File: src/rtl/uart_pkg.sv
// rtl/uart_pkg.sv - shared UART rate codes, divisor function, FSM states and oversample constants
package uart_pkg;

    localparam int unsigned OVERSAMPLE = 16;
    localparam logic [3:0]  SAMPLE_A   = 4'd7;
    localparam logic [3:0]  SAMPLE_B   = 4'd8;
    localparam logic [3:0]  SAMPLE_C   = 4'd9;
    localparam logic [3:0]  TICK_LAST  = 4'd15;

    typedef enum logic [2:0] {
        RATE_9600   = 3'd0,
        RATE_19200  = 3'd1,
        RATE_38400  = 3'd2,
        RATE_57600  = 3'd3,
        RATE_115200 = 3'd4
    } rate_t;

    typedef enum logic [1:0] {
        IDLE  = 2'd0,
        START = 2'd1,
        DATA  = 2'd2,
        STOP  = 2'd3
    } rx_state_t;

    // Unused codes 5..7 fall back to 9600 so a stray setting still gives a usable link.
    function automatic logic [15:0] baud_divisor(input int unsigned clk_freq, input logic [2:0] baud_set);
        int unsigned baud;
        case (baud_set)
            RATE_19200:  baud = 19200;
            RATE_38400:  baud = 38400;
            RATE_57600:  baud = 57600;
            RATE_115200: baud = 115200;
            default:     baud = 9600;
        endcase
        return 16'(clk_freq / (OVERSAMPLE * baud));
    endfunction

endpackage

File: src/rtl/uart_baud_tick.sv
// rtl/uart_baud_tick.sv - 16x oversample tick divider, held at zero while clr is high
module uart_baud_tick (
    input  logic        clk,
    input  logic        rst,
    input  logic        clr,
    input  logic [15:0] div,
    output logic        tick
);

    logic [15:0] cnt;
    logic        wrap;

    assign wrap = (cnt == div - 16'd1);
    assign tick = wrap && !clr;

    always_ff @(posedge clk) begin
        if (rst || clr) begin
            cnt <= '0;
        end else if (wrap) begin
            cnt <= '0;
        end else begin
            cnt <= cnt + 16'd1;
        end
    end

endmodule

File: src/rtl/uart_rx_ram_loader.sv
// rtl/uart_rx_ram_loader.sv - 8N1 UART receiver that writes each good byte into RAM at an auto-incrementing address
module uart_rx_ram_loader
    import uart_pkg::*;
#(
    parameter int unsigned CLK_FREQ = 50_000_000
) (
    input  logic       clk,
    input  logic       rst,
    input  logic       rs232_rx,
    input  logic [2:0] baud_set,
    input  logic       load_en,
    input  logic       addr_clr,
    output logic [7:0] rx_data,
    output logic       rx_done,
    output logic       frame_err,
    output logic       rx_busy,
    output logic       w_en,
    output logic [7:0] addr,
    output logic [7:0] data_in
);

    rx_state_t   state, next_state;
    logic        rx_meta, rx_sync, rx_prev, fall;
    logic [15:0] div_sel, div_q;
    logic        tick, tick_clr;
    logic [3:0]  tick_cnt;
    logic [2:0]  bit_cnt;
    logic [1:0]  samp;
    logic [7:0]  shift;
    logic        maj, at_mid, at_end, frame_good, frame_bad;

    always_ff @(posedge clk) begin
        if (rst) begin
            rx_meta <= 1'b1;
            rx_sync <= 1'b1;
            rx_prev <= 1'b1;
        end else begin
            rx_meta <= rs232_rx;
            rx_sync <= rx_meta;
            rx_prev <= rx_sync;
        end
    end

    assign fall    = rx_prev && !rx_sync;
    assign div_sel = baud_divisor(CLK_FREQ, baud_set);

    uart_baud_tick u_baud_tick (
        .clk  (clk),
        .rst  (rst),
        .clr  (tick_clr),
        .div  (div_q),
        .tick (tick)
    );

    // Third vote comes straight from the line on the tick-9 sample.
    assign maj    = (samp[0] & samp[1]) | (samp[0] & rx_sync) | (samp[1] & rx_sync);
    assign at_mid = tick && (tick_cnt == SAMPLE_C);
    assign at_end = tick && (tick_cnt == TICK_LAST);

    always_ff @(posedge clk) begin
        if (rst) begin
            state <= IDLE;
        end else begin
            state <= next_state;
        end
    end

    always_comb begin
        next_state = state;
        case (state)
            IDLE:  if (fall) next_state = START;
            START: begin
                if (at_mid && maj)  next_state = IDLE;
                else if (at_end)    next_state = DATA;
            end
            DATA:  if (at_end && bit_cnt == 3'd7) next_state = STOP;
            STOP:  if (at_mid) next_state = IDLE;
            default: next_state = IDLE;
        endcase
    end

    always_comb begin
        tick_clr   = (state == IDLE);
        rx_busy    = (state != IDLE);
        frame_good = (state == STOP) && at_mid && maj;
        frame_bad  = (state == STOP) && at_mid && !maj;
    end

    always_ff @(posedge clk) begin
        if (rst) begin
            div_q    <= baud_divisor(CLK_FREQ, 3'd0);
            tick_cnt <= '0;
            bit_cnt  <= '0;
            samp     <= '0;
            shift    <= '0;
        end else if (state == IDLE) begin
            tick_cnt <= '0;
            bit_cnt  <= '0;
            if (fall) div_q <= div_sel;
        end else if (tick) begin
            tick_cnt <= tick_cnt + 4'd1;
            if (tick_cnt == SAMPLE_A) samp[0] <= rx_sync;
            if (tick_cnt == SAMPLE_B) samp[1] <= rx_sync;
            if (state == DATA && at_mid) shift <= {maj, shift[7:1]};
            if (state == DATA && at_end) bit_cnt <= bit_cnt + 3'd1;
        end
    end

    // addr advances the cycle after the w_en strobe; a clear always wins.
    always_ff @(posedge clk) begin
        if (rst) begin
            rx_done   <= 1'b0;
            frame_err <= 1'b0;
            w_en      <= 1'b0;
            rx_data   <= 8'h00;
            data_in   <= 8'h00;
            addr      <= 8'h00;
        end else begin
            rx_done   <= frame_good;
            frame_err <= frame_bad;
            w_en      <= frame_good && load_en;
            if (frame_good) rx_data <= shift;
            if (frame_good && load_en) data_in <= shift;
            if (addr_clr) begin
                addr <= 8'h00;
            end else if (w_en) begin
                addr <= addr + 8'd1;
            end
        end
    end

endmodule

File: config.mk
export PLATFORM = sky130hd
export DESIGN_NAME = uart_rx_ram_loader
export DESIGN_NICKNAME = d
export VERILOG_FILES = /design/src/rtl/uart_pkg.sv /design/src/rtl/uart_baud_tick.sv /design/src/rtl/uart_rx_ram_loader.sv
export SDC_FILE = /design/constraint.sdc
export NUM_CORES = 1
export LEC_CHECK = 0
export CELL_PAD_IN_SITES_DETAIL_PLACEMENT = 1
export CELL_PAD_IN_SITES_GLOBAL_PLACEMENT = 2
export CORE_UTILIZATION = 38
export CTS_BUF_LIST = sky130_fd_sc_hd__clkbuf_8 sky130_fd_sc_hd__clkbuf_16
export DETAILED_ROUTE_END_ITERATION = 8
export PLACE_DENSITY_LB_ADDON = 0.1
export SETUP_SLACK_MARGIN = 0.15
export SYNTH_ARGS = -nofsm -noshare
export SYNTH_HDL_FRONTEND = slang
export SYNTH_HIERARCHICAL = 1
export SYNTH_SLANG_ARGS = --single-unit
File: constraint.sdc
create_clock -name clk -period 45.1 [get_ports clk]
set_clock_uncertainty 0.1 [all_clocks]
set_input_delay 4.51 -clock clk [delete_from_list [all_inputs] [get_ports clk]]
set_output_delay 4.51 -clock clk [all_outputs]
set_load 0.02 [all_outputs]
==> impl_metrics.yaml, run 1 <==
status:
  outcome: "complete, no violations"
grt:
  antenna_found_initial: 0
  grt_pass1_vias: 11798
  grt_pass1_wl_mm: 64.7
  grt_start_max_net_pins: 76
  grt_overflow_total: 0
  track_usage: 0.260
critical_path:
  cpMostUsedCell: "a21oi_1"
  crit_required_ps: 45230
  path_buf_inv: 5
  cp_top_family: "compound AO/OA/AOI/OAI gates"
  timing.rr.end: "data_in[0]"
  cp_slowest_cell: "clkdlybuf4s50_1"
  cp_max_fo: 19
  cp-end-kind: "register"
  path_class: "primary input to register"
  reg2reg_from: "div_q[0]"
  r2r_slack_ps: 39270
  rr_worst_depth: 16
  slowest_delay_ps: 750
  crit_arrival_ps: 41840
  start_kind: "primary input"
min_path:
  hold_path_end: "rx_sync"
  hp-class: "register to register"
  whs_path_depth: 1
  worstHoldStart: "rx_meta"
sta:
  clock.fmax_mhz: 24.0
  setup_violations: 0
  fin_crit_sh: 0.925
  tightest_slew_ps: 1170
  rsz0062_at_grt: "false"
  drv_slew: 0
  slew-limit-headroom: 0.216
  hold_violations: 0
  setup_tns_ps: 0
  fin_crit_ps: 41720
routing:
  drc_errors: 0
  postRouteAntennaNets: 0
  first_pass_iters: 5
  vias: 11719
  first_iter_violations: 637
  post_drt_wl_per_cell_um: 20.4
  wirelength_mm: 39.8
  viasPerCell: 6.02
clocking:
  clk_path_buf_depth: 2
  postCtsHoldBufs: 0
  cts_max_level: 3
  cts-resized-gates: 0
  clock-sinks: 81
  post_cts_buffers: 0
  insertion_delay_ps: 350
  path_clk_slew_ps: 60
  clockRootBuffer: "clkbuf_16"
  cts_tree: "yes"
  cts_buffers: 9
synth:
  ys_dominant_reg_cell: "dfxtp_1"
  syn_area_um2: 11500
  synth-seq-cells: 81
  avgSynthCellArea_um2: 7.38
  synth_edf_count: 0
  async_flop_share: 0
  yosysSeqAreaShare: 0.141
  yosysUniqueCellTypes: 108
  syn_inst: 1556
  ys_warn_count: 6
run:
  cap_violations: 0
finish:
  final_layout_size_suffix_gt1_frac: 0.0700
  multi_input_area_um2: 9390
  final-seq-area_um2: 1620
  syn2layout_area_growth_pct: 8.53
  fillers: 3732
  nNetsFinal: 1683
  antenna_cells: 0
placed_design:
  io_buffers: 35
  dp_hpwl_mm: 31.0
  routabilityCongestion: 0.890
floorplan:
  io_pins: 36
  initial_core_util: 0.386
  num_rows: 63
  core_um2: 29700
  die_h_um: 176
  die_area_um2: 30900
  die_width_um: 176
## Yosys cell counts, drive strengths merged (18+ instances only)
master / n / area share
a211oi: 23 / 0.016
o21a: 29 / 0.019
buf: 26 / 0.015
mux2: 23 / 0.023
inv: 44 / 0.014
nand2b: 18 / 0.0098
nor4: 27 / 0.018
nor3: 47 / 0.021
nand4: 27 / 0.015
xor2: 53 / 0.040
clkbuf: 40 / 0.013
ha: 121 / 0.13
mux2i: 31 / 0.028
nand3: 47 / 0.021
nor2b: 22 / 0.012
and3: 22 / 0.012
a21o: 37 / 0.024
dfxtp: 81 / 0.14
xnor2: 64 / 0.049
nor2: 138 / 0.046
nand2: 165 / 0.054
a21oi: 134 / 0.060
o21ai: 86 / 0.038
## worst register-to-register path, delay by kind of cell, from the launching register on
family | cells | cell delay, ps
AND/OR/NAND/NOR | 8 | 3120
buffers and inverters | 3 | 780
AO/OA/AOI/OAI | 2 | 640
flip-flops | 1 | 380
multiplexers | 1 | 280
adder cells (fa/ha/maj) | 1 | 190
XOR/XNOR | 1 | 180
## stage by stage
stage               worst slack, ps  hold WS (ps)  instance area [um2]  cells  utilization
floorplan                      8480           289                11500   1560            -
global placement               3640           306                12100   1933        0.408
detailed placement             2620           301                12100   1933        0.408
CTS                            2890           310                12500   1948        0.419
global route                    230           338                12500   1948        0.419
finish                         3380           316                12500   1948        0.419
## cell families (layout without fill, tap and decap cells)
kind of cell               after synthesis  in the layout  synth area share
DFF                                     81             81             0.141
AOI/OAI and AO/OA                      466            466             0.276
adders and majority gates              122            122             0.133
buffers and inverters                  111            109            0.0433
muxes                                   54             54            0.0507
and+or+nand+nor                        604            604             0.267
xor gates and xnor gates               117            117            0.0893
other                                    1              5          0.000327
## cell usage in the layout, fill, tap and decap left out, types with 15 or more instances in the layout
master           count
o21a_1              29
a211oi_1            20
xor2_1              53
mux2i_1             30
ha_1               121
o21ai_0             79
clkdlybuf4s50_1     34
or2_2               15
and3_1              20
nand3_1             46
nor2_1             136
nor3_1              46
xnor2_1             64
mux2_2              20
nand2b_1            18
a21oi_1            131
nor2b_1             22
nand2_1            163
a21o_1              36
dfxtp_1             81
inv_1               41
nor4_1              23
nand4_1             27
## layout make-up
type / count / area share
inverters: 45 / 0.0136
clock inverters: 6 / 0.00924
clock buffers: 9 / 0.0181
repair buffers: 49 / 0.0362
well taps: 390 / 0.0392
multi-input cells: 1368 / 0.754
flip-flops and latches: 81 / 0.130
## layer usage
metal	part of all wire	up-vias	global-route usage
met4	0.013	0	0.0518
li1	-	5757	-
met1	0.49	5769	0.350
met2	0.48	155	0.455
met3	0.017	38	0.0154
met5	0	-	0
## sequential cells by signal, indices dropped and copies added (netlist names), 2 cells and up, named ones only
name             count
div_q               16
u_baud_tick/cnt     16
addr                 8
data_in              8
rx_data              8
shift                8
tick_cnt             4
bit_cnt              3
samp                 2
## worst max-delay path by stage
stage	from	to	slack [ps]	cells after the start
finish	baud_set[1]	div_q[0]	3380	159
global route	baud_set[2]	div_q[0]	230	162
CTS	baud_set[1]	div_q[0]	2890	155
detailed placement	baud_set[1]	div_q[0]	2620	155
global placement	baud_set[1]	div_q[0]	3640	158
floorplan	baud_set[2]	div_q[0]	8480	174
Power of run 1 is not shown: default switching activity piles up to over one toggle a cycle in this logic, so the estimate is an artifact.
==> run 2, diff against run 1 <==
Settings changed: CORE_UTILIZATION 38 to 41, GPL_ROUTABILITY_DRIVEN set to 0.
Clock period 45.1 ns to 52.5 ns, I/O delays scaled along.
==> run 2 against run 1 <==
- register-to-register slack improved by 7500 ps
- via count decreased by 0.40%
- non-clock buffer count decreased by 1
- sequential share of layout area increased by 0.071 points
- hold slack gained 2.3 ps
==> impl_metrics.yaml, run 2 (synthesized netlist as in run 1, its figures left out) <==
sta:
  hold_violations: 0
  clock.fmax_mhz: 23.1
  tightest_slew_ps: 1160
  fin_crit_sh: 0.825
  timing.hold.ws_ps: 318
  fin_crit_ps: 43320
  setup_tns_ps: 0
  rsz0062_at_grt: "false"
  slew-limit-headroom: 0.227
  fin_ws_ps: 9180
  setup_violations: 0
  drv_slew: 0
grt:
  grt_start_max_net_pins: 76
  track_usage: 0.271
  grt_overflow_total: 0
  grt_pass1_vias: 11751
  antenna_found_initial: 0
  grt_pass1_wl_mm: 62.5
routing:
  wirelength_mm: 38.6
  viasPerCell: 6.05
  postRouteAntennaNets: 0
  vias: 11672
  first_iter_violations: 553
  first_pass_iters: 5
  drc_errors: 0
  post_drt_wl_per_cell_um: 20.0
run:
  cap_violations: 0
floorplan:
  num_rows: 60
  core_um2: 27200
  die_area_um2: 28700
  io_pins: 36
  initial_core_util: 0.422
  die_h_um: 169
  die_width_um: 169
critical_path:
  slowest_delay_ps: 810
  crit_required_ps: 52630
  cp-end-kind: "register"
  rr_worst_depth: 16
  cp_slowest_cell: "clkdlybuf4s50_1"
  cp_max_fo: 19
  path_class: "primary input to register"
  timing.rr.end: "data_in[6]"
  cpMostUsedCell: "a21oi_1"
  reg2reg_from: "div_q[0]"
  crit_arrival_ps: 43440
  r2r_slack_ps: 46810
  start_kind: "primary input"
  worstSetupStartpoint: "baud_set[0]"
finish:
  final_common_cell: "nand2_1"
  syn2layout_area_growth_pct: 7.95
  final_cell_mix: "nand2_1 (163), nor2_1 (135), a21oi_1 (131), ha_1 (121), dfxtp_1 (81)"
  nNetsFinal: 1682
  largest_registers: "div_q: 16 flops, u_baud_tick/cnt: 16 flops"
  instances_no_fill: 1930
  final_layout_size_suffix_gt1_frac: 0.0680
  antenna_cells: 0
placed_design:
  dp_slack_ps: 9260
  io_buffers: 35
  dp.cells: 1914
  dp_hpwl_mm: 29.9
min_path:
  worstHoldStart: "rx_meta"
  hold_path_end: "rx_sync"
  hp-class: "register to register"
  whs_path_depth: 1
clocking:
  cts_tree: "yes"
  cts_max_level: 3
  cts-resized-gates: 0
  clock-sinks: 81
  clockRootBuffer: "clkbuf_16"
  cts_buffers: 9
  path_clk_slew_ps: 70
  postCtsHoldBufs: 0
  insertion_delay_ps: 350
  post_cts_buffers: 0
  clk_path_buf_depth: 2
status:
  outcome: "complete, no violations"
## run 2: changes by cell type in the layout (fill, tap and decap cells not counted), sizes merged
cell and change:
buf -1, bufinv -2, inv +3
## run 2: how the worst max path moves through the flow
stage	endpoint	depth (start not counted)
final	div_q[0]	160
after CTS	div_q[0]	157
after global placement	div_q[0]	157
after detailed placement	div_q[0]	157
after floorplan	div_q[0]	174
after global routing	div_q[0]	162
## run 2: stage by stage
stage | area [um2] | utilization
final | 12400 | 0.456
after global routing | 12400 | 0.456
after CTS | 12400 | 0.456
after detailed placement | 12100 | 0.445
after global placement | 12100 | 0.445
after floorplan | 11500 | -
## run 2: layer usage
layer / GRT usage / wire length (um)
met1: 0.357 / 18900
met2: 0.468 / 18100
met3: 0.0208 / 756
met4: 0.0830 / 873
met5: 0 / 0
## run 2: worst max-delay path: cells and delay by family
| kind | cells | cell delay, ps |
|---|---|---|
| AND/OR/NAND/NOR | 48 | 10320 |
| AO/OA/AOI/OAI | 83 | 18030 |
| multiplexers | 5 | 2110 |
| buffers and inverters | 6 | 2170 |
| adder cells (fa/ha/maj) | 18 | 5480 |
## run 2: layout make-up
class	count	area, um2
sequential	81	1620
timing repair buffer	48	443
fill	3446	14800
tap	372	465
clock inverter	7	83.8
multi-input combinational	1368	9380
inverter	45	169
clock buffer	9	225
Power of run 2 is left out for the same reason.
